==> src/rtl/vball_pkg.sv <==
// Shared constants, enums and the round-robin pick for the vball ROM arbiter.
package vball_pkg;
    localparam int AW     = 25;
    localparam int BG_AW  = 19;
    localparam int PCM_AW = 18;

    localparam logic [AW-1:0] BG_BASE  = 25'h0200000;
    localparam logic [AW-1:0] PCM_BASE = 25'h0300000;

    typedef enum logic {CL_BG = 1'b0, CL_PCM = 1'b1} client_e;
    typedef enum logic [1:0] {ST_IDLE = 2'd0, ST_ISSUE = 2'd1, ST_WAIT = 2'd2} state_e;

    // With both clients pending, the one not granted last time wins.
    function automatic client_e pick_client(input client_e last, input logic bg_p, input logic pcm_p);
        client_e w;
        w = CL_BG;
        if (bg_p && pcm_p) begin
            w = (last == CL_BG) ? CL_PCM : CL_BG;
        end else if (pcm_p) begin
            w = CL_PCM;
        end
        return w;
    endfunction
endpackage

==> src/rtl/vball_rom_arbiter_if.sv <==
// Byte-wide external memory read port shared by the arbiter and the memory controller.
interface vball_rom_arbiter_if #(parameter int AW = 25);
    logic [AW-1:0] mem_addr;
    logic          mem_rd;
    logic          mem_ack;
    logic [7:0]    mem_dout;

    modport master (output mem_addr, output mem_rd, input mem_ack, input mem_dout);
    modport slave  (input mem_addr, input mem_rd, output mem_ack, output mem_dout);
endinterface

==> src/rtl/vball_rom_client.sv <==
// Per-client request tracking: pending flag, one-entry tagged data cache and ready compare.
module vball_rom_client #(
    parameter int CW = 19
) (
    input  logic          clk,
    input  logic          rst,
    input  logic          read_i,
    input  logic [CW-1:0] addr_i,
    input  logic          clr_pend_i,
    input  logic          fill_i,
    input  logic [CW-1:0] fill_tag_i,
    input  logic [7:0]    fill_data_i,
    output logic          pend_o,
    output logic [7:0]    data_o,
    output logic          rdy_o
);
    logic          pend_q, pend_d;
    logic          val_q;
    logic [CW-1:0] tag_q;
    logic [7:0]    data_q;
    logic          rdy_q;
    logic          hit;

    // A strobe landing on the fill cycle counts as a miss so it can never be swallowed.
    assign hit = val_q && (tag_q == addr_i) && !fill_i;

    always_comb begin
        pend_d = pend_q;
        if (clr_pend_i) pend_d = 1'b0;
        if (read_i && !hit) pend_d = 1'b1;
    end

    always_ff @(posedge clk or posedge rst) begin
        if (rst) begin
            pend_q <= 1'b0;
            val_q  <= 1'b0;
            tag_q  <= '0;
            data_q <= '0;
            rdy_q  <= 1'b0;
        end else begin
            pend_q <= pend_d;
            rdy_q  <= val_q && (tag_q == addr_i);
            if (fill_i) begin
                val_q  <= 1'b1;
                tag_q  <= fill_tag_i;
                data_q <= fill_data_i;
            end
        end
    end

    assign pend_o = pend_q;
    assign data_o = data_q;
    assign rdy_o  = rdy_q;
endmodule

==> src/rtl/vball_rom_arbiter.sv <==
// Round-robin arbiter multiplexing the bg gfx and OKI PCM ROM fetches onto one external read port.
module vball_rom_arbiter #(
    parameter int            AW       = vball_pkg::AW,
    parameter logic [AW-1:0] BG_BASE  = AW'(vball_pkg::BG_BASE),
    parameter logic [AW-1:0] PCM_BASE = AW'(vball_pkg::PCM_BASE)
) (
    input  logic                clk_sys,
    input  logic                reset,
    input  logic                bg_read,
    input  logic [18:0]         bg_addr,
    output logic [7:0]          bg_data,
    output logic                bg_rdy,
    input  logic                pcm_read,
    input  logic [17:0]         pcm_addr,
    output logic [7:0]          pcm_data,
    output logic                pcm_rdy,
    vball_rom_arbiter_if.master mem
);
    import vball_pkg::*;

    state_e           state_q, state_d;
    client_e          gnt_q, last_q, winner;
    logic [BG_AW-1:0] req_addr_q;
    logic [AW-1:0]    mem_addr_q;
    logic             mem_rd_q;
    logic             bg_pend, pcm_pend;
    logic             latch, issue, fill;
    logic [AW-1:0]    base_sel;

    always_ff @(posedge clk_sys or posedge reset) begin
        if (reset) state_q <= ST_IDLE;
        else       state_q <= state_d;
    end

    always_comb begin
        state_d = state_q;
        case (state_q)
            ST_IDLE:  if (bg_pend || pcm_pend) state_d = ST_ISSUE;
            ST_ISSUE: state_d = ST_WAIT;
            ST_WAIT:  if (mem.mem_ack) state_d = ST_IDLE;
            default:  state_d = ST_IDLE;
        endcase
    end

    always_comb begin
        latch    = (state_q == ST_IDLE) && (bg_pend || pcm_pend);
        issue    = (state_q == ST_ISSUE);
        fill     = (state_q == ST_WAIT) && mem.mem_ack;
        winner   = pick_client(last_q, bg_pend, pcm_pend);
        base_sel = (gnt_q == CL_BG) ? BG_BASE : PCM_BASE;
    end

    // Address sum wraps modulo 2^AW; no range checking.
    always_ff @(posedge clk_sys or posedge reset) begin
        if (reset) begin
            gnt_q      <= CL_BG;
            last_q     <= CL_PCM;
            req_addr_q <= '0;
            mem_addr_q <= '0;
            mem_rd_q   <= 1'b0;
        end else begin
            if (latch) begin
                gnt_q      <= winner;
                last_q     <= winner;
                req_addr_q <= (winner == CL_BG) ? bg_addr : {1'b0, pcm_addr};
            end
            if (issue) begin
                mem_addr_q <= base_sel + AW'(req_addr_q);
                mem_rd_q   <= 1'b1;
            end
            if (fill) mem_rd_q <= 1'b0;
        end
    end

    assign mem.mem_addr = mem_addr_q;
    assign mem.mem_rd   = mem_rd_q;

    vball_rom_client #(.CW(BG_AW)) u_bg (
        .clk         (clk_sys),
        .rst         (reset),
        .read_i      (bg_read),
        .addr_i      (bg_addr),
        .clr_pend_i  (issue && (gnt_q == CL_BG)),
        .fill_i      (fill && (gnt_q == CL_BG)),
        .fill_tag_i  (req_addr_q),
        .fill_data_i (mem.mem_dout),
        .pend_o      (bg_pend),
        .data_o      (bg_data),
        .rdy_o       (bg_rdy)
    );

    vball_rom_client #(.CW(PCM_AW)) u_pcm (
        .clk         (clk_sys),
        .rst         (reset),
        .read_i      (pcm_read),
        .addr_i      (pcm_addr),
        .clr_pend_i  (issue && (gnt_q == CL_PCM)),
        .fill_i      (fill && (gnt_q == CL_PCM)),
        .fill_tag_i  (req_addr_q[PCM_AW-1:0]),
        .fill_data_i (mem.mem_dout),
        .pend_o      (pcm_pend),
        .data_o      (pcm_data),
        .rdy_o       (pcm_rdy)
    );
endmodule

==> src/flat_wrapper.sv <==
// flat-port wrapper written by rule: the top's interface ports become plain ports
module vball_rom_arbiter_flat import vball_pkg::*;
#(
    parameter int            AW       = vball_pkg::AW,
    parameter logic [AW-1:0] BG_BASE  = AW'(vball_pkg::BG_BASE),
    parameter logic [AW-1:0] PCM_BASE = AW'(vball_pkg::PCM_BASE)
)
  (clk_sys, reset, bg_read, bg_addr, bg_data, bg_rdy, pcm_read, pcm_addr, pcm_data, pcm_rdy, mem_mem_addr, mem_mem_rd, mem_mem_ack, mem_mem_dout);
  vball_rom_arbiter_if #(.AW(AW)) mem_i ();
  input  logic clk_sys;
  input  logic reset;
  input  logic bg_read;
  input  logic [18:0] bg_addr;
  output logic [7:0] bg_data;
  output logic bg_rdy;
  input  logic pcm_read;
  input  logic [17:0] pcm_addr;
  output logic [7:0] pcm_data;
  output logic pcm_rdy;
  output wire logic [$bits(mem_i.mem_addr)-1:0] mem_mem_addr;
  output wire logic [$bits(mem_i.mem_rd)-1:0] mem_mem_rd;
  input wire logic [$bits(mem_i.mem_ack)-1:0] mem_mem_ack;
  input wire logic [$bits(mem_i.mem_dout)-1:0] mem_mem_dout;
  assign mem_mem_addr = mem_i.mem_addr;
  assign mem_mem_rd = mem_i.mem_rd;
  assign mem_i.mem_ack = mem_mem_ack;
  assign mem_i.mem_dout = mem_mem_dout;
  vball_rom_arbiter #(.AW(AW), .BG_BASE(BG_BASE), .PCM_BASE(PCM_BASE)) u_core (.clk_sys(clk_sys), .reset(reset), .bg_read(bg_read), .bg_addr(bg_addr), .bg_data(bg_data), .bg_rdy(bg_rdy), .pcm_read(pcm_read), .pcm_addr(pcm_addr), .pcm_data(pcm_data), .pcm_rdy(pcm_rdy), .mem(mem_i));
endmodule
==> config.mk <==
export PLATFORM = sky130hd
export DESIGN_NAME = vball_rom_arbiter_flat
export DESIGN_NICKNAME = d
export VERILOG_FILES = /design/src/rtl/vball_pkg.sv /design/src/rtl/vball_rom_arbiter_if.sv /design/src/rtl/vball_rom_client.sv /design/src/rtl/vball_rom_arbiter.sv /design/src/flat_wrapper.sv
export SDC_FILE = /design/constraint.sdc
export NUM_CORES = 1
export LEC_CHECK = 0
export BUFFER_PORTS_ARGS = -buffer_cell sky130_fd_sc_hd__buf_2
export CELL_PAD_IN_SITES_DETAIL_PLACEMENT = 0
export CELL_PAD_IN_SITES_GLOBAL_PLACEMENT = 1
export CORE_UTILIZATION = 46
export CTS_CLUSTER_DIAMETER = 40
export DETAILED_ROUTE_END_ITERATION = 16
export PLACE_DENSITY_LB_ADDON = 0.2
export SKIP_LAST_GASP = 1
export SYNTH_ARGS = -nofsm -noshare
export SYNTH_HDL_FRONTEND = slang
export SYNTH_SLANG_ARGS = --single-unit
==> constraint.sdc <==
create_clock -name clk_sys -period 6.6 [get_ports clk_sys]
set_input_delay 0.33 -clock clk_sys [delete_from_list [all_inputs] [get_ports clk_sys]]
set_output_delay 0.33 -clock clk_sys [all_outputs]
set_load 0.01 [all_outputs]
==> run summary, run 1 <==
Startpoint Class = flip-flop
Cell area after placement = 5080 µm²
Ports = 94
1st-pass router iterations = 4
Fin crit period = 1.88 ns
Lkg Pwr = 0.00257 µW
Core Box Area = 9370 µm²
Area of the multi-input gates = 1810 µm²
Internal power = 1540 µW
FFs w/ async S/R, synth = 100%
WS Path Type = reg -> reg
Buffers on Ports = 89
Post-Route WL = 9.49 mm
Register bit total from synthesis = 104
Area leader, netlist = dfrtp_1
Inserted Diodes = 0
CTS tree = yes
Final ANT Viol Nets = 0
Type of the worst min-delay path = in -> reg
Num rows = 35
Worst slew pin tran = 0.930 ns
Synth Instances = 378
Total gr overflow = 0
Root buffer cell = clkbuf_8
Yosys warns = 0
Fin Setup TNS = 0 ns
Fmax = 0.533 GHz
Yosys top cell area share = 56.9%
Top post-synthesis cells by area = dfrtp_1, mux2_2, nand2_1
Hold Path Origin = mem_mem_ack
Width of the die = 101 µm
CTS sink count = 104
# DRC = 0
Clock Tree Buf Depth = 2
Top cells by count, synth = dfrtp_1, nand2_1, mux2_2
Max Clock Skew = 0.0120 ns
Clock latency on the worst-skew pair = 0.36 ns
First-pass GRT wire length = 15.9 mm
Final period util = 28.4%
Cell Area, Synth = 4530 µm²
Final setup viols = 0
Max_cap viols = 0
FILL cells = 862
Top FF cell, synth = dfrtp_1
Tot GR Track Use = 20.7%
Wire per inst = 15.8 µm
Drt first-iter violations = 152
Yosys cell types = 38
Ratio of cells with drive above 1 in the final layout = 36.4%
Routed vias/inst = 5.01
Setup bufs post-CTS = 0
Average size of a mapped cell = 12.0 µm²
Register area share after synthesis = 57.5%
Final net count = 517
Outcome = completed
Vias in the first global route = 3071
Pin count of the biggest net entering global routing = 76
Design Area, Final = 5270 µm²
DPL Wire Length = 6.61 mm
Unrepaired setup endpoints after global routing = false
Final Hold Viols = 0
Storage cell area = 2600 µm²
Layout area overhead = 16.4%
Relative slew slack = 38.0%
Antenna violations before repair = 0
CP Max Fanout = 20
Net switching power figure = 945 µW
Sw frac = 38.0%
Critical R2R Launch = u_core.state_q[0]
Die area = 10200 µm²
Start point of the critical path = u_core.state_q[0]
Worst IR Drop VDD = 0.000194 V
Crit path DAT = 2.09 ns
Flop pwr share = 46.6%
DR vias = 3011
Fin. max-slew vios = 0
# H-tree levels = 3
Cell Pwr Density = 471 nW/µm²
Worst EP required = 6.82 ns
Initial Utilization = 48.3%
Cts bufs inserted = 9
Die Y = 101 µm
Comb power frac = 38.3%
Worst-path clk slew = 0.11 ns
Clock share of power = 15.1%
Critical path endpoint category = flip-flop
Most numerous cell in the Yosys netlist = dfrtp_1
Final Wtd Congestion = 0.750
Post-synth EDFFs = 0
per-layer routing:
metal	part of all wire, %	global-route usage, %
met2	47	32.8
met5	0	0
met3	4.5	3.45
met1	47	29.1
met4	0.94	6.69
worst max-delay path, stage by stage (launching register included):
cell and delay (ns):
dfrtp_1 0.50, nor2b_2 0.79, nand2_1 0.20, a21oi_1 0.19, a41oi_1 0.05
registers in the layout (all words and copies together), names as in the netlist, 2 cells and up:
register,flops
u_core.u_bg.data_o,8
u_core.u_bg.tag_q,19
u_core.req_addr_q,19
u_core.mem.mem_addr,21
u_core.u_pcm.tag_q,18
u_core.state_q,2
u_core.u_pcm.data_o,8
cells by family after synthesis:
group	Yosys count	synth area share, %
DFF	104	57.5
and+or+nand+nor	108	10.8
xor gates and xnor gates	36	6.96
buffers and inverters	24	3.07
AOI/OAI and AO/OA	34	4.42
other	1	0.0828
muxes	71	17.2
worst paths after layout:
| check | to | slack (ns) | depth (start not counted) |
|---|---|---|---|
| max | u_core.u_pcm.pend_o | 4.72 | 4 |
| min | u_core.state_q[1] | 0.19 | 2 |
| max reg2reg | u_core.u_pcm.pend_o | 4.72 | 4 |
| min reg2reg | u_core.u_pcm.val_q | 0.47 | 1 |
| max in group asynchronous | u_core.u_bg.tag_q[18] | 4.84 | 4 |
| min in group asynchronous | u_core.u_pcm.tag_q[12] | 0.49 | 3 |
power by group through the flow:
stage / clock (µW) / combinational (µW) / sequential, µW
4_1_cts: 390 / 969 / 1160
3_3_place_gp: 0 / 945 / 1160
2_1_floorplan: 0 / 647 / 1170
5_1_grt: 412 / 1080 / 1200
3_5_place_dp: 0 / 965 / 1170
6_report: 375 / 953 / 1160
per-stage QoR:
step	hold WS, ns	setup WS [ns]	std cells	total power [µW]	util, %
floorplan	0.426	3.54	381	1820	-
global placement	0.345	4.78	584	2100	54.2
detailed placement	0.353	4.75	584	2140	54.2
CTS	0.171	4.71	601	2520	56.3
global route	0.176	4.54	601	2690	56.3
finish	0.189	4.72	601	2490	56.3
cells in the final DEF, fill, tap and decap left out, types with 2 or more instances in the layout:
cell      instances
dfrtp_1         103
buf_2            89
nand2_1          80
mux2_2           51
xor2_1           19
mux2i_1          18
o21ai_0          17
xnor2_1          17
clkbuf_8          9
a21oi_1           5
nand4_1           5
nand2b_1          4
nor2_1            4
inv_1             4
conb_1            4
buf_4             4
nor4_2            3
clkinv_4          3
o21ai_1           2
mux2_1            2
nand3_1           2
nor3_1            2
o21bai_1          2
a22o_1            2
inv_6             2
layout make-up:
type / instances / area share [%]
flip-flops and latches: 104 / 49.4
repair buffers: 94 / 9.21
clock buffers: 9 / 2.35
inverters: 5 / 0.403
clock inverters: 7 / 1.19
multi-input cells: 253 / 34.4
well taps: 129 / 3.06
timing repair:
action	4_1_cts	5_1_grt
setup endpoints to repair	0	0
hold buffers	1	0
gates resized for setup	0	0
hold endpoints to repair	29	0
Note: power is estimated with default switching activity, not from simulation.
==> inputs of run 2 (changes only) <==
--- a/config.mk
+++ b/config.mk
@@ -8,7 +8,7 @@
 export BUFFER_PORTS_ARGS = -buffer_cell sky130_fd_sc_hd__buf_2
 export CELL_PAD_IN_SITES_DETAIL_PLACEMENT = 0
 export CELL_PAD_IN_SITES_GLOBAL_PLACEMENT = 1
-export CORE_UTILIZATION = 46
+export CORE_UTILIZATION = 43
 export CTS_CLUSTER_DIAMETER = 40
 export DETAILED_ROUTE_END_ITERATION = 16
 export PLACE_DENSITY_LB_ADDON = 0.2
==> constraint.sdc (replaced) <==
create_clock -name clk_sys -period 1.8 [get_ports clk_sys]
set_input_delay 0.09 -clock clk_sys [delete_from_list [all_inputs] [get_ports clk_sys]]
set_output_delay 0.09 -clock clk_sys [all_outputs]
set_load 0.01 [all_outputs]
==> run summary, run 2 (synthesized netlist as in run 1, its figures left out) <==
Critical path's top delay family = flip-flops
Total gr overflow = 0 (unchanged)
Fin crit period = 1.61 ns (-0.264 ns)
Fin Setup TNS = 0 ns (unchanged)
CP Max Fanout = 16 (-20%)
Worst IR Drop VDD = 0.000746 V (+280%)
Initial Utilization = 44.1% (-4.3 points)
Root buffer cell = clkbuf_8
Drt first-iter violations = 80 (-47%)
CP max stage cell = dfrtp_1
Num rows = 37 (+5.7%)
Core Box Area = 10300 µm² (+9.7%)
Flop2flop setup slack = 0.19 ns (-4.54 ns)
Post-Route WL = 9.68 mm (+2.0%)
Die Y = 105 µm (+3.4%)
Startpoint Class = flip-flop
# DRC = 0 (unchanged)
Worst-path cell chain = nor2_1, o21ai_2, buf_4, a22o_1
CTS sink count = 104 (unchanged)
Start point of the critical path = u_core.state_q[0]
Ratio of cells with drive above 1 in the final layout = 36.3% (-0.17 points)
Cts bufs inserted = 9 (unchanged)
Final Wtd Congestion = 0.739 (-1.5%)
Commonest non-fill, non-tap cell in the layout = dfrtp_1
Max reg flops = 21 (unchanged)
Lkg Pwr = 0.00264 µW (+3.0%)
DPL Wire Length = 6.87 mm (+4.1%)
DR vias = 3050 (+1.3%)
Outcome = completed
Relative slew slack = 64.8% (+27 points)
Min Hold Slack = 0.0426 ns (-0.146 ns)
Antenna violations before repair = 0 (unchanged)
Final net count = 533 (+3.1%)
Storage cell area = 2600 µm² (unchanged)
Final Hold Viols = 0 (unchanged)
Width of the die = 105 µm (+3.4%)
# H-tree levels = 3 (unchanged)
Pin count of the biggest net entering global routing = 64 (-16%)
Worst R2R End = u_core.req_addr_q[18]
Crit path DAT = 1.86 ns (-0.23 ns)
Fin. max-slew vios = 0 (unchanged)
CP bufs+invs = 1 (+1)
Worst EP required = 2.05 ns (-4.77 ns)
Fmax = 0.621 GHz (+16%)
Setup ws final = 0.189 ns (-4.54 ns)
Vias in the first global route = 3074 (+0.098%)
Routed vias/inst = 4.89 (-2.4%)
Unrepaired setup endpoints after global routing = false
Buffers on Ports = 89 (unchanged)
Critical path endpoint category = flip-flop
Type of the worst min-delay path = in -> reg
Worst slew pin tran = 0.528 ns (-0.403 ns)
Cell Pwr Density = 1690 nW/µm² (+260%)
Layout area overhead = 20.4%
Crit path capture = u_core.req_addr_q[18]
Max_cap viols = 0 (unchanged)
Commonest cells after routing, fill and taps aside = dfrtp_1, buf_2, nand2_1
Tot GR Track Use = 18.8% (-1.9 points)
First-pass GRT wire length = 15.9 mm (-0.34%)
Final ANT Viol Nets = 0 (unchanged)
Wire per inst = 15.5 µm (-1.8%)
Reg2Reg Depth = 4 (unchanged)
Die area = 10900 µm² (+6.8%)
WS Path Type = reg -> reg
Final period util = 89.5% (+61 points)
Clock latency on the worst-skew pair = 0.36 ns (about the same)
CTS tree = yes
WP depth = 4 (unchanged)
Area of the multi-input gates = 1810 µm² (-0.14%)
Inserted Diodes = 0 (unchanged)
Worst-path clk slew = 0.10 ns (about the same)
CP max stage delay = 0.48 ns (-0.31 ns)
Clock Tree Buf Depth = 2 (unchanged)
Max Clock Skew = 0.0107 ns (-0.00128 ns)
Critical R2R Launch = u_core.state_q[0]
Ports = 94 (unchanged)
Pre-CTS setup slack = 0.228 ns (-4.52 ns)
1st-pass router iterations = 4 (unchanged)
FILL cells = 977 (+13%)
Final setup viols = 0 (unchanged)
-- run 2: cell types whose count changed in the layout (fill, tap and decap cells not counted), moves of 2 or more --
cell | previous run | this run
buf_12 | 0 | 3
buf_4 | 4 | 7
clkinv_2 | 0 | 2
clkinv_4 | 3 | 1
dlygate4sd3_1 | 1 | 11
-- run 2: worst min-delay path by stage --
stage | start | to | slack [ns] | depth (start not counted)
final | bg_addr[8] | u_core.req_addr_q[8] | 0.04 | 3
after global routing | pcm_read | u_core.u_pcm.pend_o | 0.06 | 3
after CTS | bg_addr[8] | u_core.req_addr_q[8] | 0.04 | 3
after detailed placement | reset | u_core.u_pcm.tag_q[12] | 0.20 | 3
after global placement | reset | u_core.u_pcm.tag_q[12] | 0.20 | 3
after floorplan | mem_mem_ack | u_core.state_q[1] | 0.20 | 1
-- run 2: routing by layer --
metal	global-route usage, %	share of wire, %	up-vias
met1	26.3	48	1501
met3	2.50	3.2	11
met4	6.54	1.4	0
met5	0	0	-
met2	30.2	47	65
li1	-	-	1473
-- run 2: layout make-up --
class / instances / share of cell area [%]
multi-input cells: 253 / 33.2
clock inverters: 7 / 0.964
well taps: 136 / 3.12
inverters: 5 / 0.413
flip-flops and latches: 104 / 47.8
repair buffers: 110 / 12.3
clock buffers: 9 / 2.27
-- run 2: report_power, final --
part	switching [µW]	leakage, µW	internal, µW
Combinational	1870	0.00129	1770
Sequential	786	0.00127	3460
Clock	822	0.0000904	516
Total	3470	0.00264	5740
-- run 2: timing repair --
| action | 4_1_cts | 5_1_grt |
|---|---|---|
| resized for setup | 0 | 0 |
| endpoints found under the hold margin | 121 | 0 |
| hold buffers | 11 | 0 |
| buffers inserted | 0 | 0 |
-- run 2: metrics by stage --
| step | instances | total power (µW) | area (µm²) | util (%) |
|---|---|---|---|---|
| finish | 624 | 9220 | 5450 | 53.1 |
| global route | 624 | 9910 | 5450 | 53.1 |
| CTS | 624 | 9310 | 5450 | 53.1 |
| detailed placement | 597 | 7940 | 5170 | 50.3 |
| global placement | 597 | 7830 | 5170 | 50.3 |
| floorplan | 381 | 6670 | 4540 | - |
-- run 2: tightest hold or removal path: stages --
cell and delay [ns]:
buf_2 0.10, mux2i_1 0.06, o21ai_0 0.13
